**src/rtl/key_debounce_reader.sv**
```systemverilog
// Push-button front end: per-key 2-FF synchroniser, debounce FSM and counter,
// producing debounced levels, one-cycle press/release pulses and a press toggle.
module key_debounce_reader #(
  parameter int          NKEYS        = 4,
  parameter logic [31:0] DEBOUNCE_CNT = 32'd500000,
  parameter bit          ACTIVE_LOW   = 1'b1
) (
  input  logic             clk,
  input  logic             rst_n,
  input  logic [NKEYS-1:0] key_in,
  output logic [NKEYS-1:0] key_level,
  output logic [NKEYS-1:0] key_press,
  output logic [NKEYS-1:0] key_release,
  output logic [NKEYS-1:0] key_toggle,
  output logic             any_press
);

  localparam int            CW       = $clog2(DEBOUNCE_CNT + 32'd1);
  localparam logic [CW-1:0] CNT_MAX  = DEBOUNCE_CNT[CW-1:0];
  localparam logic          PIN_IDLE = ACTIVE_LOW;

  typedef enum logic [1:0] {
    IDLE,
    ARM,
    DOWN,
    DISARM
  } state_t;

  logic [NKEYS-1:0] sync1;
  logic [NKEYS-1:0] sync2;
  logic [NKEYS-1:0] pressed;
  logic [NKEYS-1:0] press_nxt_all;

  // Synchronisers reset to the idle pin level so leaving reset never looks like an edge.
  // NOTE: sequential state uses non-blocking assignments so every flop samples pre-edge values.
  always_ff @(posedge clk) begin
    if (!rst_n) begin
      sync1 <= {NKEYS{PIN_IDLE}};
      sync2 <= {NKEYS{PIN_IDLE}};
    end else begin
      sync1 <= key_in;
      sync2 <= sync1;
    end
  end

  assign pressed = ACTIVE_LOW ? ~sync2 : sync2;

  for (genvar i = 0; i < NKEYS; i++) begin : g_key
    state_t        state;
    state_t        state_nxt;
    logic [CW-1:0] cnt;
    logic [CW-1:0] cnt_nxt;
    logic          level;
    logic          level_nxt;
    logic          toggle;
    logic          toggle_nxt;
    logic          press_q;
    logic          press_nxt;
    logic          release_q;
    logic          release_nxt;

    always_ff @(posedge clk) begin
      if (!rst_n) begin
        state     <= IDLE;
        cnt       <= '0;
        level     <= 1'b0;
        toggle    <= 1'b0;
        press_q   <= 1'b0;
        release_q <= 1'b0;
      end else begin
        state     <= state_nxt;
        cnt       <= cnt_nxt;
        level     <= level_nxt;
        toggle    <= toggle_nxt;
        press_q   <= press_nxt;
        release_q <= release_nxt;
      end
    end

    // NOTE: every combinational output gets a default first, so no path infers a latch.
    always_comb begin
      state_nxt   = state;
      cnt_nxt     = cnt;
      level_nxt   = level;
      toggle_nxt  = toggle;
      press_nxt   = 1'b0;
      release_nxt = 1'b0;
      unique case (state)
        IDLE: begin
          if (pressed[i]) begin
            state_nxt = ARM;
            cnt_nxt   = CW'(1);
          end
        end
        ARM: begin
          if (!pressed[i]) begin
            state_nxt = IDLE;
          end else if (cnt == CNT_MAX) begin
            state_nxt  = DOWN;
            press_nxt  = 1'b1;
            level_nxt  = 1'b1;
            toggle_nxt = ~toggle;
          end else begin
            cnt_nxt = cnt + CW'(1);
          end
        end
        DOWN: begin
          if (!pressed[i]) begin
            state_nxt = DISARM;
            cnt_nxt   = CW'(1);
          end
        end
        DISARM: begin
          if (pressed[i]) begin
            state_nxt = DOWN;
          end else if (cnt == CNT_MAX) begin
            state_nxt   = IDLE;
            release_nxt = 1'b1;
            level_nxt   = 1'b0;
          end else begin
            cnt_nxt = cnt + CW'(1);
          end
        end
        default: state_nxt = IDLE;
      endcase
    end

    assign key_level[i]     = level;
    assign key_toggle[i]    = toggle;
    assign key_press[i]     = press_q;
    assign key_release[i]   = release_q;
    assign press_nxt_all[i] = press_nxt;
  end

  // Registered from the next-state pulses so it lines up with key_press, not a cycle later.
  always_ff @(posedge clk) begin
    if (!rst_n) begin
      any_press <= 1'b0;
    end else begin
      any_press <= |press_nxt_all;
    end
  end

endmodule

```
**config.mk**
```make
export PLATFORM = sky130hd
export DESIGN_NAME = key_debounce_reader
export DESIGN_NICKNAME = d
export VERILOG_FILES = /design/src/rtl/key_debounce_reader.sv
export SDC_FILE = /design/constraint.sdc
export NUM_CORES = 1
export LEC_CHECK = 0
export BUFFER_PORTS_ARGS = -buffer_cell sky130_fd_sc_hd__buf_4
export CORE_MARGIN = 5
export CORE_UTILIZATION = 45
export CTS_CLUSTER_SIZE = 14
export DETAILED_ROUTE_END_ITERATION = 6
export PLACE_DENSITY_LB_ADDON = 0.15
export SETUP_SLACK_MARGIN = 0.4
export SYNTH_ARGS = -nofsm -noshare
export SYNTH_HDL_FRONTEND = slang
export SYNTH_SLANG_ARGS = --single-unit
```
**constraint.sdc**
```tcl
create_clock -name clk -period 2.1 [get_ports clk]
set_input_delay 0.42 -clock clk [delete_from_list [all_inputs] [get_ports clk]]
set_output_delay 0.42 -clock clk [all_outputs]
set_load 0.005 [all_outputs]
```
# Word-level counts from Yosys, hierarchy flattened
# Index checks and enable logic that the tools add are counted.
dict set report classes {
  bitwise_logic 10
  eq_ne 48
  addsub 4
  n_reduce_logical 29
  muxes 84
}
# op count
set op_table {}
lappend op_table {{19-bit 2-to-1 mux} 20}
lappend op_table {{19-bit one-hot mux with 4 select lines} 4}
lappend op_table {{19-bit by 1-bit adder with 19-bit output, second input constant} 4}
lappend op_table {{19-bit == test, second input constant} 4}
lappend op_table {{2-bit 2-to-1 mux} 24}
lappend op_table {{2-bit != test, second input constant} 24}
lappend op_table {{2-bit one-hot mux with 4 select lines} 4}
lappend op_table {{4-bit AND reduction} 8}
lappend op_table {{1-bit 2-to-1 mux} 28}
lappend op_table {{3-bit != test, second input constant} 8}
lappend op_table {{5-bit AND reduction} 4}
lappend op_table {{2-bit == test, second input constant} 8}
lappend op_table {{3-bit AND reduction} 4}
lappend op_table {{3-bit OR reduction} 4}
lappend op_table {{1-bit inverter} 9}
lappend op_table {{2-bit by 1-bit == test with 1-bit output, second input constant} 4}
lappend op_table {{2-bit zero test} 4}
lappend op_table {{1-bit one-hot mux with 2 select lines} 4}
lappend op_table {{2-bit nonzero test} 4}
lappend op_table {{4-bit inverter} 1}
lappend op_table {{4-bit OR reduction} 1}
dict set report word_totals {
  elab_cells 202
  in_bits 6
  reg_bits 109
  output_inout_bits 17
}

# Depth between registers and ports, before layout
# Gate-level depths: netlist (run 1).
dict set report logic_depth {
  word_depth 5
  mapped_depth 7
}

# Worst setup path after synthesis (run 1)
# No wires, ideal clock.
dict set report synth_path {
  kind {reg-to-reg}
  startpoint {register (tool-made name)}
  endpoint {register g_key[3].cnt[13]}
  t_required_ns 2.029
  n_path_buf 2
  arrival_time_ns 1.731
  slack_ns 0.299
  stages_incl_launch_ff 7
  cell_sequence {dfxtp_1 -> buf_6 -> xor2_4 -> or3_4 -> buf_6 -> or4_1 -> a21oi_1}
}
# element line
set synth_rtl {}
lappend synth_rtl {{end signal: assignment} 72} ;# cnt <= cnt_nxt;
lappend synth_rtl {{end: declaration} 51} ;# logic [CW-1:0] cnt;

# Worst setup path in the final report (run 1)
dict set report layout_path {
  startpoint {register g_key[0].cnt[4]}
  endpoint {register g_key[0].cnt[1]}
}
dict set report layout_via {
  elab_chain_cells 4
  word_cells_on_any_way 5
  cone_classes {eq/ne: 1; mux: 4}
}
# element line
set layout_rtl {}
lappend layout_rtl {{start: declaration} 51}
lappend layout_rtl {{start signal: assignment} 72}
lappend layout_rtl {{19-bit == test *} {98, 116}}
lappend layout_rtl {{19-bit 2-to-1 mux *} --}
lappend layout_rtl {{19-bit 2-to-1 mux (on tied branches)} --}
lappend layout_rtl {{19-bit one-hot mux with 4 select lines *} --}
# Mark *: on every way between the ends. The rest lies on a longest branch, timed or not. The select of a mux whose other input is x is not followed.
# A chain may end at the register's enable or synchronous reset.

==> results of run 1 <==
-- layer usage --
metal	track usage (%)	up-vias	share of wire (%)
met2	28.14	105	49
met4	5.297	0	1.5
met5	0	-	0
met3	4.241	22	4.0
li1	-	2404	-
met1	23.56	2278	46
-- Yosys cell counts, types with 2 or more instances --
library cell  instances  area, sq um
dfxtp_1             109         2182
nor2_1               81        304.0
nand2_1              56        210.2
nand3_1              31        155.2
nand4_1              29        181.4
inv_1                28        105.1
clkbuf_1             26        97.59
nor3_1               24        120.1
xnor2_1              24        210.2
o21ai_0              23        115.1
a21oi_1              19        95.09
xor2_1               18        157.7
buf_4                17        127.6
nor4_1               17        106.4
nand2b_1              9        56.30
or3_1                 9        56.30
and3_1                8        50.05
ha_1                  8        100.1
mux2i_1               8        80.08
nor4b_1               8        70.07
a31oi_1               7        43.79
o22ai_1               7        43.79
nor2b_1               6        37.54
o211ai_1              6        45.04
nand4b_1              5        43.79
a211oi_1              4        30.03
buf_2                 4        20.02
o211a_1               4        40.04
a21o_1                3        22.52
buf_1                 3        11.26
nor3b_1               3        22.52
nor4bb_1              3        30.03
o31ai_1               3        22.52
o41ai_1               3        26.28
or4_1                 3        22.52
a22o_1                2        17.52
a22oi_1               2        15.01
a41o_1                2        20.02
and4_1                2        17.52
buf_6                 2        22.52
nand3b_1              2        15.01
nor4_2                2        25.02
o21a_1                2        15.01
-- power by group --
group	leakage (nW)	switching [mW]	internal, mW
clock	0.154	0.773	1.11
combinational	1.33	0.111	0.0743
sequential	0.904	0.0220	2.07
-- worst register-to-register path: stages, from the launching register on --
cell	delay, ns
dfxtp_4	0.37
nor4b_4	0.29
nand4_1	0.30
buf_4	0.24
o21a_2	0.24
nand4_1	0.10
o31ai_1	0.08
-- cell usage in the layout, fill, tap and decap left out, types with 8 or more instances in the layout --
master,n
mux2i_1,8
clkbuf_16,9
inv_1,27
nand2b_1,9
nor2_1,79
o21ai_0,19
dfxtp_4,14
xnor2_1,22
xor2_1,17
buf_4,77
dfxtp_1,68
nor3_1,13
nor4_1,9
a21oi_1,17
nor3_2,10
nand3_1,23
dfxtp_2,27
nand4_1,29
nand2_1,54
-- logic make-up after synthesis --
logic type               after synthesis  share of synthesized area [%]
AO/OA/AOI/OAI                        101                          12.43
XOR/XNOR                              43                          7.284
adder cells (fa/ha/maj)                8                          1.844
buffers and inverters                 82                          7.238
flip-flops                           109                          40.20
multiplexers                           9                          1.683
AND/OR/NAND/NOR                      305                          29.32
-- path summary, 6_finish.rpt --
check,cells past startpoint,startpoint,endpoint,slack [ns]
max,6,g_key[0].cnt[4],g_key[0].cnt[1],0.36
min,2,key_in[0],sync1[0],0.25
max reg2reg,6,g_key[0].cnt[4],g_key[0].cnt[1],0.36
min reg2reg,1,sync1[0],sync2[0],0.41
-- registers in the layout, summed over array words and instances (netlist names), named ones only --
register,count
g_key.release_q,4
sync1,4
g_key.level,4
g_key.toggle,4
sync2,4
g_key.press_q,4
g_key.state,4
g_key.cnt,76
any_press,1
-- final cells by class --
cell class | count | share of cell area, %
multi-input cells | 467 | 48.67
flip-flops and latches | 109 | 33.40
repair buffers | 78 | 8.677
clock buffers | 11 | 3.721
well taps | 147 | 2.708
inverters | 29 | 1.603
clock inverters | 5 | 1.216
-- what timing repair did --
| action | CTS | global route |
|---|---|---|
| resized for setup | 37 | 98 |
| setup buffers | 10 | 20 |
| pin swaps | 10 | 41 |
| setup endpoints to repair | 47 | 68 |
| cloned | 1 | 1 |
==> results.tsv, run 1 <==
metric	value	unit
outcome	completed	
hold_slack	0.2500	ns
die_x	119.8	microns
slowest_delay	0.37	ns
grt_usage	17.58	%
startpoint_type	register	
cts-root-buf	clkbuf_16	
grt_overflow_total	0	
pin_count	23	
finalHoldViolCount	0	
cpMostUsedCell	nand4_1	
drc	0	
fin_crit	1.745	ns
drt-total-wl	13240	microns
synth_flop_cell	dfxtp_1	
slowest_stage	dfxtp_4	
irDropWorstVdd	0.4692	mV
fin_skew	0.006173	ns
ys_seq_elements	109	
slew_headroom	56.41	%
setup_viol	0	
antenna_found_initial	0	
core_area	11910	sq um
fmax	0.5731	GHz
syn_inst	657	
finalCritPeriodShare	83.08	%
worstPathCellList	nor4b_4, nand4_1, buf_4, o21a_2, nand4_1, o31ai_1	
rows	40	
clockBufferDepth	2	
synth-async-reset-ratio	0	%
syn-num-nets	671	
drt-initial-drc-count	362	
crit_required	2.33	ns
cts_tree	built	
place.gp.congestion	0.8188	
synth-edff-count	0	
dr.pass1.iters	4	
clkSinkCount	109	
place_hpwl	8464	microns
fin_tns_setup	0	ns
fin_cells	846	
ys_warn_count	0	
post_route_cells_drive_above_1_share	29.90	%
arrival	1.98	ns
htree_levels	3	
max_cap_violations	0	
path_clk_slew	0.07	ns
ys_seq_area_share	40.20	%
tightestPinTransition	0.6470	ns
syn2layout_area_growth	25.13	%
rsz0062_at_grt	true	
design_area	6792	sq um
syn_avg_cell_area	8.261	sq um
postRouteAntennaNets	0	
multi_input_area	3306	sq um
diodes	0	
maxSlewViolCount	0	
vias	4809	
powerDensity	612.4	nW/um^2
dieArea	14360	sq um
final_nets	708	
cp_num_buf_inv	1	
ctsHoldBuffers	0	
clk_latency	0.35	ns
die-height	119.8	microns
critical_path_class	reg2reg	
critical-path-top-delay-family	simple AND/OR/NAND/NOR gates	
place_area	5710	sq um
place_ws	0.2207	ns
grt_pass1_vias	4359	
seq_area	2268	sq um
holdCritPathClass	in2reg	
leakage	2.391	nW
total_power	4.159	mW
finalWorstSetupSlack	0.3552	ns
initial_utilization	45.57	%
cts_buffers	9	
vias_per_cell	5.684	
post-place-cells	798	
worst_setup_path_end_kind	register	
grt_max_degree	19	
utilization	57.02	%
io_buffer_count	22	
netlist_area	5428	sq um
crit_fanout	7	
fillers	1078	
grt_pass1_wl	20960	microns
synth_cell_type_count	68	
routedWlPerCell	15.65	microns
Note: power is estimated with default switching activity, not from simulation.
==> run 2, diff against run 1 <==
- clock period: 2.1 -> 1.51 ns (I/O delays scaled with it)
==> results.tsv, run 2 (same netlist as run 1, synthesis figures left out) <==
metric	value	unit
grt_pass1_vias	5773	
clk_latency	0.37	ns
grt_overflow_total	0	
cts_buffers	9	
dieArea	14360	sq um
vias_per_cell	5.648	
htree_levels	3	
critical_path_class	reg2reg	
final_nets	889	
slowest_stage	or4bb_4	
place.gp.congestion	0.8447	
setup_viol	78	
rsz0062_at_grt	true	
largest_reg_flops	76	
dr.pass1.iters	5	
antenna_found_initial	0	
finalHoldViolCount	0	
cts_tree	built	
path_clk_slew	0.07	ns
post-place-cells	923	
fmax	0.5652	GHz
maxSlewViolCount	0	
holdPathStages	2	
hp-start	key_in[2]	
design_area	9305	sq um
top_register	g_key.cnt	
crit_fanout	5	
grt_usage	23.42	%
arrival	2.04	ns
startpoint_type	register	
core_area	11910	sq um
clockBufferDepth	2	
timing.rr.end	g_key[2].level	
finalCritPeriodShare	117.2	%
io_buffer_count	22	
drt-initial-drc-count	366	
irDropWorstVdd	0.6838	mV
worstPathCellList	or4bb_4, nor3_4, and3_4, nand4_1, o211ai_1	
timing.rr.start	g_key[2].cnt[14]	
grt_max_degree	18	
drt-total-wl	18000	microns
routedWlPerCell	17.52	microns
total_power	5.787	mW
leakage	3.786	nW
powerDensity	621.9	nW/um^2
violations	negative setup slack	
cp_num_buf_inv	0	
final_cell_mix	buf_4, buf_6, nor2_1	
place_hpwl	10410	microns
post_route_cells_drive_above_1_share	57.73	%
hold_end	sync1[2]	
regToRegSetupSlack	-0.26	ns
drc	0	
r2r_cells	5	
outcome	finished with violations	
syn2layout_area_growth	71.44	%
tightestPinTransition	0.5286	ns
die_x	119.8	microns
finalWorstSetupSlack	-0.2593	ns
postRouteAntennaNets	0	
place_area	7071	sq um
fillers	736	
crit_required	1.78	ns
rows	40	
slew_headroom	64.39	%
die-height	119.8	microns
cts-root-buf	clkbuf_16	
final_common_cell	buf_4	
fin_skew	0.01005	ns
clkSinkCount	109	
diodes	0	
holdCritPathClass	in2reg	
slowest_delay	0.56	ns
fin_crit	1.769	ns
worst_setup_path_end_kind	register	
grt_pass1_wl	27410	microns
initial_utilization	45.57	%
vias	5801	
hold_slack	0.1219	ns
pin_count	23	
critical-path-top-delay-family	simple AND/OR/NAND/NOR gates	
utilization	78.12	%
place_ws	-0.2583	ns
max_cap_violations	0	
fin_cells	1027	
fin_tns_setup	-7.595	ns
## run 2: changes by cell type in the layout (fill, tap and decap cells not counted), sizes merged
| cell | before | now |
|---|---|---|
| buf | 78 | 259 |
| bufinv | 2 | 1 |
| clkinv | 1 | 4 |
| clkinvlp | 3 | 1 |
## run 2: power breakdown
group	switching [mW]	internal (mW)
registers	0.0287	2.88
clock network	1.12	1.34
logic	0.225	0.197
total	1.38	4.41
## run 2: area by class of cell
| type | instances | area, sq um | area share [%] |
|---|---|---|---|
| clock inverter | 5 | 60.06 | 0.6454 |
| inverter | 29 | 115.1 | 1.237 |
| clock buffer | 11 | 242.7 | 2.609 |
| multi-input combinational | 467 | 4118 | 44.25 |
| sequential | 109 | 2308 | 24.81 |
| tap | 147 | 183.9 | 1.977 |
| timing repair buffer | 259 | 2277 | 24.47 |
## run 2: timing repair
item / CTS / global route
buffers inserted: 54 / 31
gates cloned: 2 / 1
gates resized for setup: 194 / 114
setup endpoints to repair: 111 / 118
hold buffers: 0 / 0
pin swaps: 86 / 100
## run 2: worst max path at each step
| stage | start | slack, ns | to | cells past startpoint |
|---|---|---|---|---|
| 3_3_place_gp | register | -0.21 | g_key[1].cnt[14] | 5 |
| 6_report | g_key[2].cnt[14] | -0.26 | g_key[2].level | 5 |
| 4_1_cts | g_key[2].cnt[8] | -0.17 | g_key[2].cnt[1] | 6 |
| 5_1_grt | g_key[2].cnt[13] | -0.31 | g_key[2].level | 5 |
| 3_5_place_dp | register | -0.26 | g_key[1].cnt[16] | 5 |
| 2_1_floorplan | sync2[1] | -0.22 | g_key[1].cnt[10] | 6 |
## run 2: worst reg2reg max path: stages, from the launching register on
cell and delay, ns:
dfxtp_2 0.32, or4bb_4 0.56, nor3_4 0.28, and3_4 0.29, nand4_1 0.11, o211ai_1 0.12
## run 2: routing by layer
layer | share of wire (%) | GRT usage, % | vias up
li1 | - | - | 2770
met1 | 41 | 27.67 | 2856
met2 | 53 | 41.24 | 131
met3 | 3.8 | 5.608 | 44
met4 | 1.9 | 8.590 | 0
met5 | 0 | 0 | -
